===== src/rtl/qmac_seq.sv =====
// Sequential Q-format dot-product engine: one shared saturating multiplier feeding
// a guarded accumulator, with a saturated result held until the consumer takes it.

module qmult #(
  parameter int N = 16,
  parameter int Q = 12
) (
  input  logic signed [N-1:0] a_i,
  input  logic signed [N-1:0] b_i,
  output logic signed [N-1:0] p_o,
  output logic                ovf_o
);
  localparam int W2 = 2 * N;
  localparam logic signed [W2-1:0] P_MAX = {{(N + 1){1'b0}}, {(N - 1){1'b1}}};
  localparam logic signed [W2-1:0] P_MIN = {{(N + 1){1'b1}}, {(N - 1){1'b0}}};

  logic signed [W2-1:0] full_s;
  logic signed [W2-1:0] shr_s;

  assign full_s = W2'(a_i) * W2'(b_i);
  assign shr_s  = full_s >>> Q;

  // Truncating rescale back to Q fractional bits, clamped to the N-bit range.
  always_comb begin
    p_o   = shr_s[N-1:0];
    ovf_o = 1'b0;
    if (shr_s > P_MAX) begin
      p_o   = P_MAX[N-1:0];
      ovf_o = 1'b1;
    end else if (shr_s < P_MIN) begin
      p_o   = P_MIN[N-1:0];
      ovf_o = 1'b1;
    end else begin
      ovf_o = 1'b0;
    end
  end
endmodule

module qmac_seq #(
  parameter int N     = 16,
  parameter int Q     = 12,
  parameter int LEN_W = 8,
  parameter int GUARD = 4
) (
  input  logic             clk,
  input  logic             rst_n,
  input  logic             start,
  input  logic [LEN_W-1:0] len,
  input  logic [N-1:0]     a_data,
  input  logic [N-1:0]     b_data,
  input  logic             in_valid,
  output logic             in_ready,
  output logic [N-1:0]     result,
  output logic             out_valid,
  input  logic             out_ready,
  output logic             busy,
  output logic             ovf
);
  localparam int AW = N + GUARD;
  localparam logic signed [AW-1:0] ACC_MAX = {{(GUARD + 1){1'b0}}, {(N - 1){1'b1}}};
  localparam logic signed [AW-1:0] ACC_MIN = {{(GUARD + 1){1'b1}}, {(N - 1){1'b0}}};
  localparam logic [LEN_W-1:0]     CNT_ONE = LEN_W'(1);

  typedef enum logic [1:0] {
    S_IDLE  = 2'd0,
    S_RUN   = 2'd1,
    S_DRAIN = 2'd2,
    S_DONE  = 2'd3
  } state_t;

  state_t              state_q, state_d;
  logic [LEN_W-1:0]    cnt_q, cnt_d;
  logic signed [N-1:0] prod_q, prod_d;
  logic                pend_q, pend_d;
  logic signed [AW-1:0] acc_q, acc_d;
  logic                ovf_q, ovf_d;
  logic [N-1:0]        result_q, result_d;

  logic signed [N-1:0]  qp_s;
  logic                 qovf_s;
  logic                 hs_s;
  logic signed [AW-1:0] acc_sum_s;
  logic [N:0]           sat_s;

  // Returns {saturated, value}: accumulator clamped to the N-bit output range.
  function automatic logic [N:0] sat_acc(input logic signed [AW-1:0] v);
    if (v > ACC_MAX) begin
      return {1'b1, ACC_MAX[N-1:0]};
    end else if (v < ACC_MIN) begin
      return {1'b1, ACC_MIN[N-1:0]};
    end else begin
      return {1'b0, v[N-1:0]};
    end
  endfunction

  qmult #(.N(N), .Q(Q)) u_qmult (
    .a_i  (a_data),
    .b_i  (b_data),
    .p_o  (qp_s),
    .ovf_o(qovf_s)
  );

  assign hs_s      = in_valid && (state_q == S_RUN);
  assign acc_sum_s = acc_q + AW'(prod_q);
  assign sat_s     = sat_acc(acc_sum_s);

  assign in_ready  = (state_q == S_RUN);
  assign out_valid = (state_q == S_DONE);
  assign busy      = (state_q != S_IDLE);
  assign ovf       = ovf_q;
  assign result    = result_q;

  // Next-state and datapath control.
  always_comb begin
    state_d  = state_q;
    cnt_d    = cnt_q;
    prod_d   = prod_q;
    pend_d   = pend_q;
    acc_d    = acc_q;
    ovf_d    = ovf_q;
    result_d = result_q;
    case (state_q)
      S_IDLE: begin
        if (start) begin
          cnt_d    = len;
          prod_d   = '0;
          pend_d   = 1'b0;
          acc_d    = '0;
          ovf_d    = 1'b0;
          result_d = '0;
          state_d  = (len != '0) ? S_RUN : S_DONE;
        end else begin
          state_d = S_IDLE;
        end
      end
      S_RUN: begin
        // Product registered last cycle is folded in now; a new one may land alongside.
        if (pend_q) begin
          acc_d = acc_sum_s;
        end else begin
          acc_d = acc_q;
        end
        pend_d = hs_s;
        if (hs_s) begin
          prod_d = qp_s;
          ovf_d  = ovf_q | qovf_s;
          cnt_d  = cnt_q - CNT_ONE;
          if (cnt_q == CNT_ONE) begin
            state_d = S_DRAIN;
          end else begin
            state_d = S_RUN;
          end
        end else begin
          state_d = S_RUN;
        end
      end
      S_DRAIN: begin
        acc_d    = acc_sum_s;
        pend_d   = 1'b0;
        result_d = sat_s[N-1:0];
        ovf_d    = ovf_q | sat_s[N];
        state_d  = S_DONE;
      end
      S_DONE: begin
        if (out_ready) begin
          state_d = S_IDLE;
        end else begin
          state_d = S_DONE;
        end
      end
      default: begin
        state_d = S_IDLE;
      end
    endcase
  end

  // State and datapath registers.
  always_ff @(posedge clk or negedge rst_n) begin
    if (!rst_n) begin
      state_q  <= S_IDLE;
      cnt_q    <= '0;
      prod_q   <= '0;
      pend_q   <= 1'b0;
      acc_q    <= '0;
      ovf_q    <= 1'b0;
      result_q <= '0;
    end else begin
      state_q  <= state_d;
      cnt_q    <= cnt_d;
      prod_q   <= prod_d;
      pend_q   <= pend_d;
      acc_q    <= acc_d;
      ovf_q    <= ovf_d;
      result_q <= result_d;
    end
  end
endmodule


===== config.mk =====
export PLATFORM = sky130hd
export DESIGN_NAME = qmac_seq
export DESIGN_NICKNAME = d
export VERILOG_FILES = /design/src/rtl/qmac_seq.sv
export SDC_FILE = /design/constraint.sdc
export NUM_CORES = 1
export LEC_CHECK = 0
export CAP_MARGIN = 10
export CORE_MARGIN = 2
export CORE_UTILIZATION = 45
export CTS_BUF_LIST = sky130_fd_sc_hd__clkbuf_8 sky130_fd_sc_hd__clkbuf_16
export DETAILED_ROUTE_END_ITERATION = 8
export PLACE_DENSITY = 0.66
export SLEW_MARGIN = 20
export SYNTH_ARGS = -nofsm -noshare
export SYNTH_HDL_FRONTEND = slang
export SYNTH_SLANG_ARGS = --single-unit

===== constraint.sdc =====
create_clock -name clk -period 9 [get_ports clk]
set_input_delay 1.8 -clock clk [delete_from_list [all_inputs] [get_ports clk]]
set_output_delay 1.8 -clock clk [all_outputs]
set_load 0.03 [all_outputs]

### Word level (Yosys, flattened, before mapping)

Cells that the tools add are included.

| storage, ports and cells | value |
|---|---|
| memory bits (read-only) | 0 |
| latch bits | 0 |
| memories kept | 0 |
| bits in registers | 64 |
| input port bits | 45 |
| RAM bits | 0 |
| logic and storage cells | 61 |

| operators by class | value |
|---|---|
| divide/modulo/power cells | 0 |
| equality and inequality tests | 7 |
| $lt $le $gt $ge | 4 |
| multipliers | 1 |
| bitwise logic cells | 2 |
| add/subtract/negate cells | 2 |
| shifts and indexed selects | 0 |
| mux-type cells | 26 |
| reductions and logical operators | 12 |

Operators by type and width:

| operator | number |
|---|---|
| $mux W16 | 4 |
| $pmux W16 S2 | 2 |
| $pmux W20 S3 | 1 |
| $gt A20 B16 Y1 const B | 2 |
| $lt A20 B16 Y1 const B | 2 |
| $mux W20 | 2 |
| $mux W17 | 2 |
| $mul A16 B16 Y32 | 1 |
| $add A20 B16 Y20 | 1 |
| $mux W8 | 2 |
| $pmux W8 S2 | 1 |
| $mux W2 | 5 |
| $reduce_and A3 Y1 | 3 |
| $eq A8 B1 Y1 const B | 1 |
| $pmux W2 S4 | 1 |
| $reduce_bool A8 Y1 | 1 |
| $sub A8 B1 Y8 const B | 1 |
| $pmux W1 S3 | 2 |
| $reduce_bool A2 Y1 | 3 |
| $eq A2 B2 Y1 const B | 2 |
| $mux W1 | 4 |
| $ne A2 B1 Y1 const B | 2 |
| $reduce_and A2 Y1 | 2 |
| $reduce_bool A3 Y1 | 1 |
| other kinds (5) | 6 |

### Logic depth before layout (Yosys ltp)

Gate-level depths: netlist of the first run.

| depth | value |
|---|---|
| depth in word-level cells | 7 |
| gate-level depth with buffers | 26 |
| mapped depth without buffers | 24 |

### Hierarchy

A second synthesis of the first run with hierarchy kept.

| unflattened totals | value |
|---|---|
| cells, all modules | 1483 |
| area total of the unflattened synthesis | 13825.8 um^2 |

By module, submodules not included:

| module | area an instance (um^2) | times used | cells each | seq. area each (um^2) |
|---|---|---|---|---|
| qmult | 10102.2 | 1 | 1122 | 0.0 |
| qmac_seq | 3723.6 | 1 | 361 | 1601.5 |

### Least setup slack after synthesis of the first run

Ideal clock, no wire load.

| timing path | value |
|---|---|
| path kind | input -> register |
| start | input port a_data[15] |
| end | register prod_q[4] |
| path slack | 0.823 ns |
| cell stages on the path | 21 |
| arrival time | 8.051 ns |
| data required time | 8.874 ns |
| cells stage by stage | clkbuf_1 > nand2_1 > inv_1 > fa_1 > fa_1 > inv_1 > fa_1 > fa_1 > fa_1 > fa_1 > inv_1 > ha_1 > a21oi_1 > o21ai_0 > or3_1 > o21ai_1 > o21ai_2 > xnor2_1 > a21oi_2 > buf_4 > a221o_1 |

| between the ends | value |
|---|---|
| longest elaborated chain between the ends | 6 |

RTL lines:

| element | line | source |
|---|---|---|
| from (decl) | 49 | `input logic [N-1:0] a_data,` |
| $mul A16 B16 Y32 (*) | 20 | `assign full_s = W2'(a_i) * W2'(b_i);` |
| $lt A20 B16 Y1 | 30 | `end else if (shr_s < P_MIN) begin` |
| $mux W16 | 30 |  |
| $mux W16 (*) | 27 | `if (shr_s > P_MAX) begin` |
| $mux W16 (*) | 144 | `if (hs_s) begin` |
| $pmux W16 S2 (*) | 122 | `case (state_q)` |
| to (signal assigned) | 190 | `prod_q <= prod_d;` |
| to (decl) | 73 | `logic signed [N-1:0] prod_q, prod_d;` |

Mark *: on every way between the ends. The rest lies on a longest branch, timed or not. The select of a mux whose other input is x is not followed.
A chain may end at the register's enable or synchronous reset.

### Final worst setup path of the first run

| timing path | value |
|---|---|
| start | input port a_data[7] |
| end | register prod_q[1] |

The elaborated chain is that of the path after synthesis.

==> flow_summary.ini, run 1 <==
[route]
final_antenna_net_count = 0
drc = 0
vias = 9997
wl_per_cell_um = 15.9
wl_mm = 30.4
drtPass1Iterations = 5
via_per_inst = 5.24
drt_iter0_markers = 516

[critical_path]
critical_path_required_ns = 9.21
rr_worst_depth = 12
worstSetupStartpointType = input pin
crit_fanout = 15
max_stage_delay_ns = 0.67
criticalPathCategory = input pin to flip-flop
cp-end-kind = flip-flop
cp_cell_sequence = clkdlybuf4s50_1, and2_1, fa_1, inv_1, fa_1, fa_1, inv_1, fa_1, fa_1, inv_1, fa_1, inv_1, ha_1, a21oi_2, inv_1, a2111oi_2, nor4b_1, o21ai_1, a21oi_1, xor2_1, nor4_2, nor3_4, a221o_1
arrival_ns = 8.74
slowest_stage = clkdlybuf4s50_1
path_common_cell = fa_1

[job]
drv_cap = 0

[yosys]
synth.distinct_cells = 69
ys_ff_latch = 64
synth_top_cells_by_area = fa_1 (39%), dfrtp_1 (12%), ha_1 (9.7%), inv_1 (8.7%), and2_1 (5.4%)
synth-async-reset-ratio_pct = 100
synthFlopType = dfrtp_1
syn_nets = 1856
synth_warnings = 0
yosys.area.top_type = fa_1
syn_inst = 1445
synth_edf_count = 0
synth_top_cell_area_share_pct = 38.9
synthesis.area_mm2 = 0.0135
syn_avg_cell_area_um2 = 9.33
synth_seq_area_share_pct = 11.9

[cts]
cts_buffers = 9
clkSinkCount = 64
clk-insertion-delay-late_ns = 0.33
clkTransAtPathRegs_ns = 0.05
htree_levels = 3
cts_tree = yes
clock-root-buffer = clkbuf_16
cts_max_path_buffers = 2
ctsHoldBuffers = 0

[global_routing]
grt_first_pass_wirelength_mm = 53.8
grt-ovfl-total = 0
grt_max_degree = 65
antenna_found_initial = 0
grt_pass1_vias = 11111
grt_usage_pct = 21.4

[timing]
finClkSkew_ns = 0.00811
tightest_slew_ns = 0.822
slew_violations = 0
fin_crit_sh_pct = 94.8
max-slew-margin-rel_pct = 45.2
hold_viol_final = 0
fin_crit_ns = 8.53
max_freq_ghz = 0.117
setup_viol = 0
rsz0062_at_grt = false

[final_layout]
multi_input_area_mm2 = 0.0105
layout-drive-gt1-share_pct = 5.53
fill_cells = 2739
diodes = 0
post-route-util_pct = 50.8
seq_area_mm2 = 0.00160
nets = 1926
syn2layout_area_growth_pct = 11.5

[place]
io_buffers = 64
dpl.hpwl_mm = 25.9
gp_congestion = 0.884

[floorplanning]
die-height_um = 177
row_count = 63
io-pin-count = 65
core_region_area_mm2 = 0.0296
die_area_mm2 = 0.0314
fp.dieW_um = 177
start_util_pct = 45.6

[min_path]
whs_path_depth = 2
worstHoldPathType = flip-flop to flip-flop

[outcome]
outcome = finished clean
==> metal layers <==
layer / share of wire (%) / track usage (%) / wire [µm]
met5: 0 / 0 / 0
met4: 2.2 / 5.03 / 675
met3: 4.2 / 2.68 / 1270
met2: 52 / 38.4 / 15700
met1: 42 / 27.5 / 12800
==> synth_stat cells (all sizes together) (5+ instances only) <==
master  instances
a22o           18
a21oi          52
o21a            9
nand3          12
o21bai          7
xnor2          33
ha            104
nand2         163
fa            262
buf             7
nor2           40
xor2           17
o21ai          39
nor4            5
inv           313
nand4          11
a221o          28
nor3           13
dfrtp          64
o22ai           7
a211oi          7
clkbuf         41
and2          117
nand2b         12
a21o           12
==> final timing paths <==
| path | startpoint | end | slack (ns) |
|---|---|---|---|
| min reg2reg | acc_q[0] | acc_q[0] | 0.49 |
| min in group asynchronous | rst_n | result[12] | 1.65 |
| max | a_data[7] | prod_q[1] | 0.47 |
| min | acc_q[0] | acc_q[0] | 0.49 |
| max in group asynchronous | rst_n | acc_q[1] | 6.81 |
| max reg2reg | prod_q[0] | result[7] | 5.62 |
==> critical path, delay by kind of cell <==
family | cells | cell delay, ns
compound gates | 5 | 1.35
xor+xnor | 1 | 0.19
fa+ha+maj | 7 | 3.36
buf+inv | 6 | 0.95
simple gates | 4 | 1.08
==> through the flow <==
step | std cells | setup slack [ns] | cell area (µm²) | setup TNS [ns] | hold WS (ns)
CTS | 1909 | 0.285 | 15000 | 0 | 0.495
global placement | 1894 | 0.169 | 14700 | 0 | 0.469
floorplan | 1445 | 0.823 | 13500 | 0 | 0.454
finish | 1909 | 0.471 | 15000 | 0 | 0.491
detailed placement | 1894 | -0.0368 | 14700 | -0.339 | 0.484
global route | 1909 | 0.0877 | 15000 | 0 | 0.523
==> layout by cell type (no fill, tap or decap), types with 7 or more instances in the layout <==
master           instances
and2_1                 117
nor2_1                  37
clkdlybuf4s50_1         62
buf_4                   43
clkbuf_16                9
nand3_1                 12
xnor2_1                 33
fa_1                   262
inv_1                  314
a211oi_1                 7
nand2b_1                12
a221o_1                 28
nand4_1                 11
dfrtp_1                 64
ha_1                   104
o21bai_1                 7
a21oi_1                 49
a22o_1                  18
nor3_1                  12
o21ai_1                 10
nand2_1                163
o21ai_0                 26
xor2_1                  16
a21o_1                  12
o21a_1                   9
==> logic make-up (layout without fill, tap and decap cells) <==
group | after synthesis | in the layout | synth area share [%]
compound gates | 207 | 207 | 11.2
xor+xnor | 50 | 50 | 3.30
fa+ha+maj | 366 | 366 | 48.6
buf+inv | 362 | 436 | 10.3
flops | 64 | 64 | 11.9
mux | 5 | 5 | 0.381
simple gates | 391 | 391 | 14.4
==> flip-flops by register name, summed over array words and instances, names as in the netlist <==
register	cells
acc_q	20
cnt_q	8
ovf	1
pend_q	1
prod_q	16
result	16
state_q	2
==> area by class of cell <==
cell class / count / share of cell area, %
clock buffers: 10 / 1.59
clock inverters: 5 / 0.325
inverters: 314 / 7.84
multi-input cells: 1019 / 69.9
flip-flops and latches: 64 / 10.7
well taps: 390 / 3.25
repair buffers: 107 / 6.40
==> repair_timing <==
action	in CTS	in global routing
buffers inserted	0	0
resized for setup	0	2
setup endpoints to repair	0	15
Power of run 1 is not shown: default switching activity piles up to over one toggle a cycle in this logic, so the estimate is an artifact.
==> run 2, diff against run 1 <==
--- a/config.mk
+++ b/config.mk
@@ -6,6 +6,7 @@
 export NUM_CORES = 1
 export LEC_CHECK = 0
 export CAP_MARGIN = 10
+export CORE_ASPECT_RATIO = 1.75
 export CORE_MARGIN = 2
 export CORE_UTILIZATION = 45
 export CTS_BUF_LIST = sky130_fd_sc_hd__clkbuf_8 sky130_fd_sc_hd__clkbuf_16
==> run 2 against run 1 <==
Via count rose by 3.1%. Utilization up 0.41 points. Critical path type unchanged. Sequential share of layout area is essentially flat. Critical endpoint is now ovf. Setup slack got worse by 0.076 ns. Clock skew is 0.0027 ns lower. Wire length is 13% higher. Worst hold slack got worse by 0.013 ns.
==> flow_summary.ini, run 2 (synthesis gave the netlist of run 1 again) <==
[final_layout]
final_common_cell = inv_1
largest-register = acc_q
diodes = 0
nets = 1926
syn2layout_area_growth_pct = 11.7
mostFrequentLayoutCells = inv_1 (314), fa_1 (262), nand2_1 (163)
fill_cells = 2725
seq_area_mm2 = 0.00160
fin_area_mm2 = 0.0151
largest_reg_flops = 20
layout-drive-gt1-share_pct = 5.53
multi_input_area_mm2 = 0.0105

[timing]
tightest_slew_ns = 1.16
rsz0062_at_grt = false
max_freq_ghz = 0.116
slew_violations = 0
finClkSkew_ns = 0.00543
hold_viol_final = 0
setup_viol = 0
max-slew-margin-rel_pct = 22.4
fin_crit_sh_pct = 95.6
setup_tns_ns = 0
setup_ws_ns = 0.395
whs_ns = 0.478
fin_crit_ns = 8.61

[critical_path]
arrival_ns = 8.81
critical-path-top-delay-family = adder cells
rr_endpoint = result[10]
cp-end-kind = flip-flop
max_stage_delay_ns = 0.75
reg2reg_slack_ns = 5.68
critical_path_required_ns = 9.20
rr_worst_depth = 12
crit_fanout = 8
slowest_stage = fa_1
startpoint = b_data[1]
path_common_cell = fa_1
worstSetupStartpointType = input pin
rr_startpoint = prod_q[0]
criticalPathCategory = input pin to flip-flop
critical_path_depth = 23
cp_cell_sequence = clkdlybuf4s50_1, nand2_1, inv_1, fa_1, fa_1, buf_4, fa_1, fa_1, inv_1, fa_1, fa_1, inv_1, ha_1, a21oi_1, o21ai_0, or3_1, o21ai_1, o21ai_2, xnor2_1, buf_4, nand2_1, o2bb2ai_1, a21oi_1
worst-path-buf-inv = 6

[global_routing]
grt_max_degree = 65
grt_pass1_vias = 11301
grt_usage_pct = 23.2
grt-ovfl-total = 0
antenna_found_initial = 0
grt_first_pass_wirelength_mm = 56.3

[cts]
clk-insertion-delay-late_ns = 0.33
cts_buffers = 9
ctsHoldBuffers = 0
clock-root-buffer = clkbuf_16
htree_levels = 3
clkTransAtPathRegs_ns = 0.05
cts_tree = yes
cts_max_path_buffers = 2
clkSinkCount = 64

[floorplanning]
core_region_area_mm2 = 0.0294
row_count = 83
io-pin-count = 65
fp.dieW_um = 135
start_util_pct = 45.9
die-height_um = 233
die_area_mm2 = 0.0314

[route]
final_antenna_net_count = 0
drt_iter0_markers = 511
via_per_inst = 5.42
wl_mm = 34.2
drtPass1Iterations = 5
wl_per_cell_um = 18.0
drc = 0
vias = 10307

[job]
drv_cap = 0

[place]
dp_slack_ns = -0.126
io_buffers = 64
placed_area_mm2 = 0.0147
dpl.hpwl_mm = 28.6
gp_congestion = 0.895

[min_path]
hold_start = result[15]
whs_path_depth = 2
worstHoldPathType = flip-flop to flip-flop
min_to = result[15]

[outcome]
outcome = finished clean
-- run 2: cell types whose count changed in the layout (fill, tap and decap cells not counted) --
cell	before	now
bufinv_16	1	3
o21ai_1	10	11
clkinvlp_4	0	1
clkbuf_8	1	0
o21ai_2	3	2
clkinv_2	3	2
-- run 2: tightest hold or removal path, cell delays in order, from the launching register on --
cell	delay, ns
dfrtp_1	0.34
nand2_1	0.05
o21ai_0	0.06
-- run 2: final cells by class --
class	instances	share of cell area [%]
Clock buffer	9	1.50
Multi-Input combinational cell	1019	69.7
Sequential cell	64	10.6
Timing Repair Buffer	107	6.38
Inverter	314	7.83
Tap cell	382	3.17
Clock inverter	7	0.739
-- run 2: how the worst max path moves through the flow --
stage | endpoint | slack [ns]
after floorplan | prod_q[4] | 0.82
after global placement | prod_q[11] | 0.01
after detailed placement | prod_q[11] | -0.13
after CTS | prod_q[7] | 0.21
after global routing | prod_q[14] | 0.07
final | ovf | 0.39
-- run 2: metrics by stage --
step | utilization (%) | std cells
after floorplan | - | 1445
after global placement | 50.1 | 1886
after detailed placement | 50.1 | 1886
after CTS | 51.2 | 1902
after global routing | 51.2 | 1902
final | 51.2 | 1902
-- run 2: what timing repair did --
| action | CTS | global route |
|---|---|---|
| resized for setup | 0 | 2 |
| endpoints found under the setup margin | 0 | 15 |
| buffers inserted | 0 | 0 |
-- run 2: per-layer routing --
metal	global-route usage (%)	wire length, µm
met1	23.3	11600
met4	13.7	2260
met3	1.55	1030
met2	45.7	19400
met5	0	0
Power of run 2 is left out for the same reason.
